File: config.mk
export PLATFORM = sky130hd
export DESIGN_NAME = load_store_unit
export DESIGN_NICKNAME = d
export VERILOG_FILES = /design/src/rtl/load_store_unit.sv
export SDC_FILE = /design/constraint.sdc
export NUM_CORES = 1
export LEC_CHECK = 0
export ABC_AREA = 1
export CORE_MARGIN = 2
export CORE_UTILIZATION = 42
export CTS_CLUSTER_SIZE = 24
export DETAILED_ROUTE_END_ITERATION = 7
export PLACE_DENSITY_LB_ADDON = 0.3
export SLEW_MARGIN = 20
export SYNTH_ARGS = -nofsm -noshare
export SYNTH_HDL_FRONTEND = slang
export SYNTH_SLANG_ARGS = --single-unit
export TNS_END_PERCENT = 100
File: constraint.sdc
create_clock -name clk -period 1.3 [get_ports clk]
set_input_delay 0.26 -clock clk [delete_from_list [all_inputs] [get_ports clk]]
set_output_delay 0.26 -clock clk [all_outputs]
set_load 0.05 [all_outputs]
File: src/rtl/load_store_unit.sv
// ============================================================================
//  Module   : load_store_unit
//  Purpose  : Single-outstanding load/store initiator for the data memory.
//             Optional store read-back verification: define LSU_READBACK_EN.
//  Revision : 1.0 - initial release
// ============================================================================
`default_nettype none

module load_store_unit #(
    parameter int ADDR_W      = 4,
    parameter int DATA_W      = 4,
    parameter int INIT_CYCLES = 2
) (
    input  logic              clk,
    input  logic              reset,
    input  logic              req_valid,
    output logic              req_ready,
    input  logic              req_write,
    input  logic [ADDR_W-1:0] req_addr,
    input  logic [DATA_W-1:0] req_wdata,
    output logic              rsp_valid,
    output logic [DATA_W-1:0] rsp_rdata,
    output logic              rsp_err,
    output logic [ADDR_W-1:0] mem_address,
    output logic [DATA_W-1:0] mem_write_data,
    output logic              mem_write_enable,
    output logic              mem_read_enable,
    input  logic [DATA_W-1:0] mem_read_data
);

    localparam int c_cnt_w = (INIT_CYCLES > 1) ? $clog2(INIT_CYCLES) : 1;
    localparam logic [c_cnt_w-1:0] c_init_last = c_cnt_w'(INIT_CYCLES - 1);

    typedef enum logic [2:0] {
        S_INIT  = 3'd0,
        S_IDLE  = 3'd1,
        S_WR    = 3'd2,
        S_RD    = 3'd3,
        S_RWAIT = 3'd4,
        S_RESP  = 3'd5
`ifdef LSU_READBACK_EN
        ,
        S_VRD   = 3'd6,
        S_VWAIT = 3'd7
`endif
    } state_t;

    state_t              r_state;
    logic [c_cnt_w-1:0]  r_init_cnt;
    logic                r_req_ready;
    logic                r_rsp_valid;
    logic [DATA_W-1:0]   r_rsp_rdata;
    logic [ADDR_W-1:0]   r_mem_address;
    logic [DATA_W-1:0]   r_mem_write_data;
    logic                r_mem_we;
    logic                r_mem_re;
`ifdef LSU_READBACK_EN
    logic                r_rsp_err;
`endif

    always_ff @(posedge clk or posedge reset) begin
        if (reset) begin
            r_state          <= S_INIT;
            r_init_cnt       <= '0;
            r_req_ready      <= 1'b0;
            r_rsp_valid      <= 1'b0;
            r_rsp_rdata      <= '0;
            r_mem_address    <= '0;
            r_mem_write_data <= '0;
            r_mem_we         <= 1'b0;
            r_mem_re         <= 1'b0;
`ifdef LSU_READBACK_EN
            r_rsp_err        <= 1'b0;
`endif
        end else begin
            case (r_state)
                S_INIT: begin
                    if (r_init_cnt == c_init_last) begin
                        r_state     <= S_IDLE;
                        r_req_ready <= 1'b1;
                    end else begin
                        r_init_cnt <= r_init_cnt + c_cnt_w'(1);
                    end
                end
                S_IDLE: begin
                    // The request is captured here; the FSM path encodes its direction.
                    if (req_valid && r_req_ready) begin
                        r_req_ready      <= 1'b0;
                        r_mem_address    <= req_addr;
                        r_mem_write_data <= req_wdata;
                        if (req_write) begin
                            r_state  <= S_WR;
                            r_mem_we <= 1'b1;
                        end else begin
                            r_state  <= S_RD;
                            r_mem_re <= 1'b1;
                        end
                    end
                end
                S_WR: begin
                    r_mem_we <= 1'b0;
`ifdef LSU_READBACK_EN
                    r_state  <= S_VRD;
                    r_mem_re <= 1'b1;
`else
                    r_state     <= S_RESP;
                    r_rsp_valid <= 1'b1;
`endif
                end
                S_RD: begin
                    r_mem_re <= 1'b0;
                    r_state  <= S_RWAIT;
                end
                S_RWAIT: begin
                    r_rsp_rdata <= mem_read_data;
                    r_rsp_valid <= 1'b1;
                    r_state     <= S_RESP;
                end
`ifdef LSU_READBACK_EN
                S_VRD: begin
                    r_mem_re <= 1'b0;
                    r_state  <= S_VWAIT;
                end
                S_VWAIT: begin
                    r_rsp_rdata <= mem_read_data;
                    r_rsp_err   <= (mem_read_data != r_mem_write_data);
                    r_rsp_valid <= 1'b1;
                    r_state     <= S_RESP;
                end
`endif
                S_RESP: begin
                    r_rsp_valid <= 1'b0;
`ifdef LSU_READBACK_EN
                    r_rsp_err   <= 1'b0;
`endif
                    r_req_ready <= 1'b1;
                    r_state     <= S_IDLE;
                end
                default: begin
                    r_state     <= S_INIT;
                    r_init_cnt  <= '0;
                    r_req_ready <= 1'b0;
                end
            endcase
        end
    end

    assign req_ready        = r_req_ready;
    assign rsp_valid        = r_rsp_valid;
    assign rsp_rdata        = r_rsp_rdata;
    assign mem_address      = r_mem_address;
    assign mem_write_data   = r_mem_write_data;
    assign mem_write_enable = r_mem_we;
    assign mem_read_enable  = r_mem_re;
`ifdef LSU_READBACK_EN
    assign rsp_err          = r_rsp_err;
`else
    assign rsp_err          = 1'b0;
`endif

endmodule

`default_nettype wire

# Word-level counts from Yosys, hierarchy flattened
# Index checks and enable logic that the tools add are counted.
# word_totals
reg_bits,20
rom_bits,0
out_inout_bits,17
latchBits,0
ramBits,0
n_memories,0
wordCells,49
# classes
reduce_logical,13
addsub,1
n_shift,0
magnitude_cmp,0
n_mul,0
div_mod_pow,0
muxes,16
n_eq_ne,9
n_bitwise,1
# ops
operator,count
$pmux 3 s5,1
$reduce_and 3->1,3
$mux 1,8
$ne 2x2->1 const B,4
$pmux 1 s2,4
$eq 3x2->1 const B,2
$eq 3x3->1 const B,2
$mux 3,2
$reduce_bool 2->1,3
$reduce_or 5->1,1
$pmux 1 s4,1
$reduce_and 2->1,2
$eq 3x1->1 const B,1
$logic_not 3->1,1
$reduce_or 3->1,1
$reduce_or 2->1,1
$add 1x1->1 const B,1
$logic_and 1x1->1,1
$not 1->1,1

# Longest topological paths before layout
# Gate-level depths: netlist of run 1.
# logic_depth
ltp_word,4
depth_mapped,7
ltp_nobuf,6

# Worst setup path after synthesis of run 1
# OpenSTA, ideal clock, no wires.
# synth_timing
path_kind,flip-flop to flip-flop
start,"reg r_req_ready, in the netlist req_ready"
end,"reg r_mem_address[0], in the netlist mem_address[0]"
arrival_time_ps,1263
setup_time_ps,119
path_slack_ps,-82
stages_incl_launch_ff,6
path_buffers,0
synth_period_minus_slack_ps,1382
cell_sequence,dfrtp_1 -> nand2_1 -> nor3_2 -> inv_1 -> nand2_1 -> nand2_1
# synth_via
elab_chain_cells,2
# synth_rtl
element,line_no,text
"start, declared",50,logic r_req_ready;
"start signal, assigned",65,r_req_ready <= 1'b0;
"start signal, assigned",80,r_req_ready <= 1'b1;
"start signal, assigned",88,r_req_ready <= 1'b0;
$logic_and 1x1->1,87,if (req_valid && r_req_ready) begin
$reduce_and 2->1 (no source line),n/a,
"end signal, assigned",89,r_mem_address <= req_addr;
"end, declared",53,logic [ADDR_W-1:0] r_mem_address;
# No other way between the ends.
# A chain may end at the register's enable or synchronous reset.

# Worst setup path in the final report of run 1
# layout_timing
start,reg r_state[2]
end,"reg r_mem_address[1], in the netlist mem_address[1]"
# layout_via
elab_chain_cells,2
# layout_rtl
element,line_no,text
"start, declared",48,state_t r_state;
"start signal, assigned",63,r_state <= S_INIT;
"start signal, assigned",79,r_state <= S_IDLE;
"start signal, assigned",92,r_state <= S_WR;
$eq 3x1->1,76,case (r_state)
$reduce_and 2->1 (no source line),n/a,
# No other way between the ends.

==> results of run 1 <==
[final cells by class]
type                       instances  area share
sequential                        20       0.357
multi-input combinational         69       0.215
timing repair buffer              36       0.360
tap                               27      0.0239
clock buffer                       4      0.0186
inverter                           9      0.0257
[cells in the mapped netlist (2+ instances only)]
library cell,number,area share
dfrtp_1,20,0.58
inv_1,7,0.030
o21ai_0,3,0.017
nand2_1,46,0.20
nor3_1,2,0.012
a21oi_1,2,0.012
nor2_1,5,0.022
inv_2,2,0.0087
buf_6,2,0.026
nand3_1,3,0.017
nand2_2,2,0.015
[layer usage]
layer | up-vias | GRT usage
met2 | 18 | 0.304
li1 | 381 | -
met4 | 0 | 0.0857
met3 | 4 | 0.0368
met5 | - | 0
met1 | 359 | 0.219
[critical path, delay by kind of cell, from the launching register on]
kind                   cells  cell delay, ps
and+or+nand+nor            4             370
DFF                        1             480
buffers and inverters      2             290
[stage by stage]
step	setup TNS (ps)	hold slack (ps)	worst slack (ps)	utilization	area, um^2
5_1_grt	0	323	6.34	0.727	1410
2_1_floorplan	0	224	74.6	-	863
4_1_cts	0	282	19.0	0.722	1400
3_5_place_dp	-1430	496	-186	0.708	1380
3_3_place_gp	-1070	479	-127	0.708	1380
6_report	0	274	121	0.727	1410
[kinds of logic after synthesis]
group,count (synthesis),synth area share
DFF,20,0.581
and+or+nand+nor,61,0.293
other,1,0.00435
AOI/OAI and AO/OA,7,0.0479
buffers and inverters,12,0.0740
[worst max path at each step]
stage          startpoint                 to  slack (ps)  cells after the start
2_1_floorplan   req_ready     mem_address[0]          70                      5
5_1_grt        r_state[2]   mem_write_enable           6                      6
3_3_place_gp    req_valid  mem_write_data[1]        -130                      6
3_5_place_dp    req_valid     mem_address[1]        -190                      6
4_1_cts        r_state[2]     mem_address[1]          20                      6
6_report       r_state[2]     mem_address[1]         120                      6
[repair_timing]
item | CTS | global route
hold endpoints to repair | 0 | 0
endpoints found under the setup margin | 0 | 12
gates resized for setup | 0 | 5
[flip-flops by register name, indices dropped and copies added, names as in the netlist]
register and flops:
mem_address 4, mem_read_enable 1, mem_write_data 4, mem_write_enable 1, r_init_cnt 1, r_state 3, req_ready 1, rsp_rdata 4
rsp_valid 1
[power groups by stage]
| stage | logic (mW) | clock network (mW) | registers, mW |
|---|---|---|---|
| 2_1_floorplan | 0.433 | 0 | 1.80 |
| 3_3_place_gp | 2.19 | 0 | 1.18 |
| 3_5_place_dp | 2.24 | 0 | 1.19 |
| 4_1_cts | 2.24 | 0.308 | 1.19 |
| 5_1_grt | 2.35 | 0.338 | 1.22 |
| 6_report | 2.23 | 0.295 | 1.19 |
==> impl_results.md, run 1 <==
* Outcome: finished clean
* CP dominant cell by count: nand2_1
* FILL cells at 148
* Syn Nets at 117
* Register area share after synthesis at 0.581
* CP Capture Type: flip-flop
* Number of antenna violations at the first check in global routing at 0
* Area of the multi-input gates at 304 um^2
* Max stage delay cell, worst path: dfrtp_2
* CTS tree: built
* Total Nets Final at 155
* CTS Buffer Depth at 2
* Met2 routed WL at 997 um
* Clock power share at 0.079
* Critical Path RT at 1540 ps
* IO buf count at 31
* Reg2Reg Launch Point: r_state[2]
* R2r endpoint: mem_address[1]
* Synth Cell Area at 862 um^2
* Commonest non-fill, non-tap cell in the layout: nand2_1
* Detailed Place HPWL at 1.51 mm
* Drt first pass iters at 2
* M1 WL at 773 um
* Post-synthesis cell type count at 18
* CP max stage delay at 480 ps
* Most frequent cells in the layout: nand2_1, dfrtp_1, buf_12
* Seq pwr share at 0.320
* Inst Count DP at 161
* Clock root cell: clkbuf_4
* Max Freq at 0.848 GHz
* Mapped Cells at 101
* GP Congestion at 0.799
* Count of non-filler cells in the finished layout at 165
* R2R cell count at 6
* Startpoint class of the critical path: flip-flop
* Inserted Diodes at 0
* GRT Util Overall at 0.180
* Avg Inst Size Synth at 8.54 um^2
* Critical Path Fanout Max at 8
* Detailed-route via count at 762
* #FFs+latches synth at 20
* Avg WL per Cell at 11.4 um
* I/O pin total at 33
* Number of synthesized flops with an enable pin at 0
* Largest net degree at the start of global routing at 21
* Met3 WL post-DR at 75 um
* First-pass GRT wire length at 3.32 mm
* H-Tree Depth at 1
* Uppermost layer routed: met4
* Area grow syn2layout at 63.9%
* Register area at 504 um^2
* TritonCTS buffer count at 3
* CTS sink count at 20
* P_leak at 0.700 nW
* Tcrit/Tclk final at 0.907
* Total power at 3.71 mW
* Starting Density at 0.444
* Initial DRC Count at 8
* Min Clock Period, post-route at 1180 ps
* Worst-path clk slew at 100 ps
* Clock skew at 0.966 ps
* Grt ovf at 0
* Core area at 1940 um^2
* Layout cells sized above 1 at 0.246
* Die X at 49.3 um
* FFs w/ async S/R, synth at 1.00
* Drc violations at 0
* Critical path type: flip-flop to flip-flop
* Final setup vio count at 0
* CP Data Arrival Time at 1420 ps
* Fin. Hold Viols at 0
* CP Cell Sequence: inv_2, nand2_2, nor3_4, buf_4, nand2_1, nand2_1
* HP Class: primary input to async pin
* Die area at 2430 um^2
* Hold_buf cts at 0
* Number of cell rows at 16
* NetSw at 1.66 mW
* Combinational power share at 0.601
* Final slew viol count at 0
* Power Internal at 2.05 mW
* Post-DRT Antenna Nets at 0
* Die Height at 49.3 um
* YS warnings at 0
* Post-CTS setup buffers at 0
* Worst VDD drop at 2.00 mV
* Sw Ratio at 0.448
* Primary FF master, synth: dfrtp_1
* Max-Cap Viols at 0
* RSZ-0062 raised after global routing: no
* Aggregate routed wire length at 1.88 mm
* Power per Cell Area at 2630 nW/um^2
* R2r setup slk at 120 ps
* Clk_lat worst skew at 290 ps
* Vias per cell at 4.62
* Vias in the first global route at 763
No activity file was read; power rests on OpenSTA's default activity.
==> run 2, diff against run 1 <==
Settings changed: ABC_CLOCK_PERIOD_IN_PS set to 1300, CTS_CLUSTER_SIZE 24 to unset.
==> results of run 2 <==
No change in the layout: final DEF, timing and power equal those of run 1.
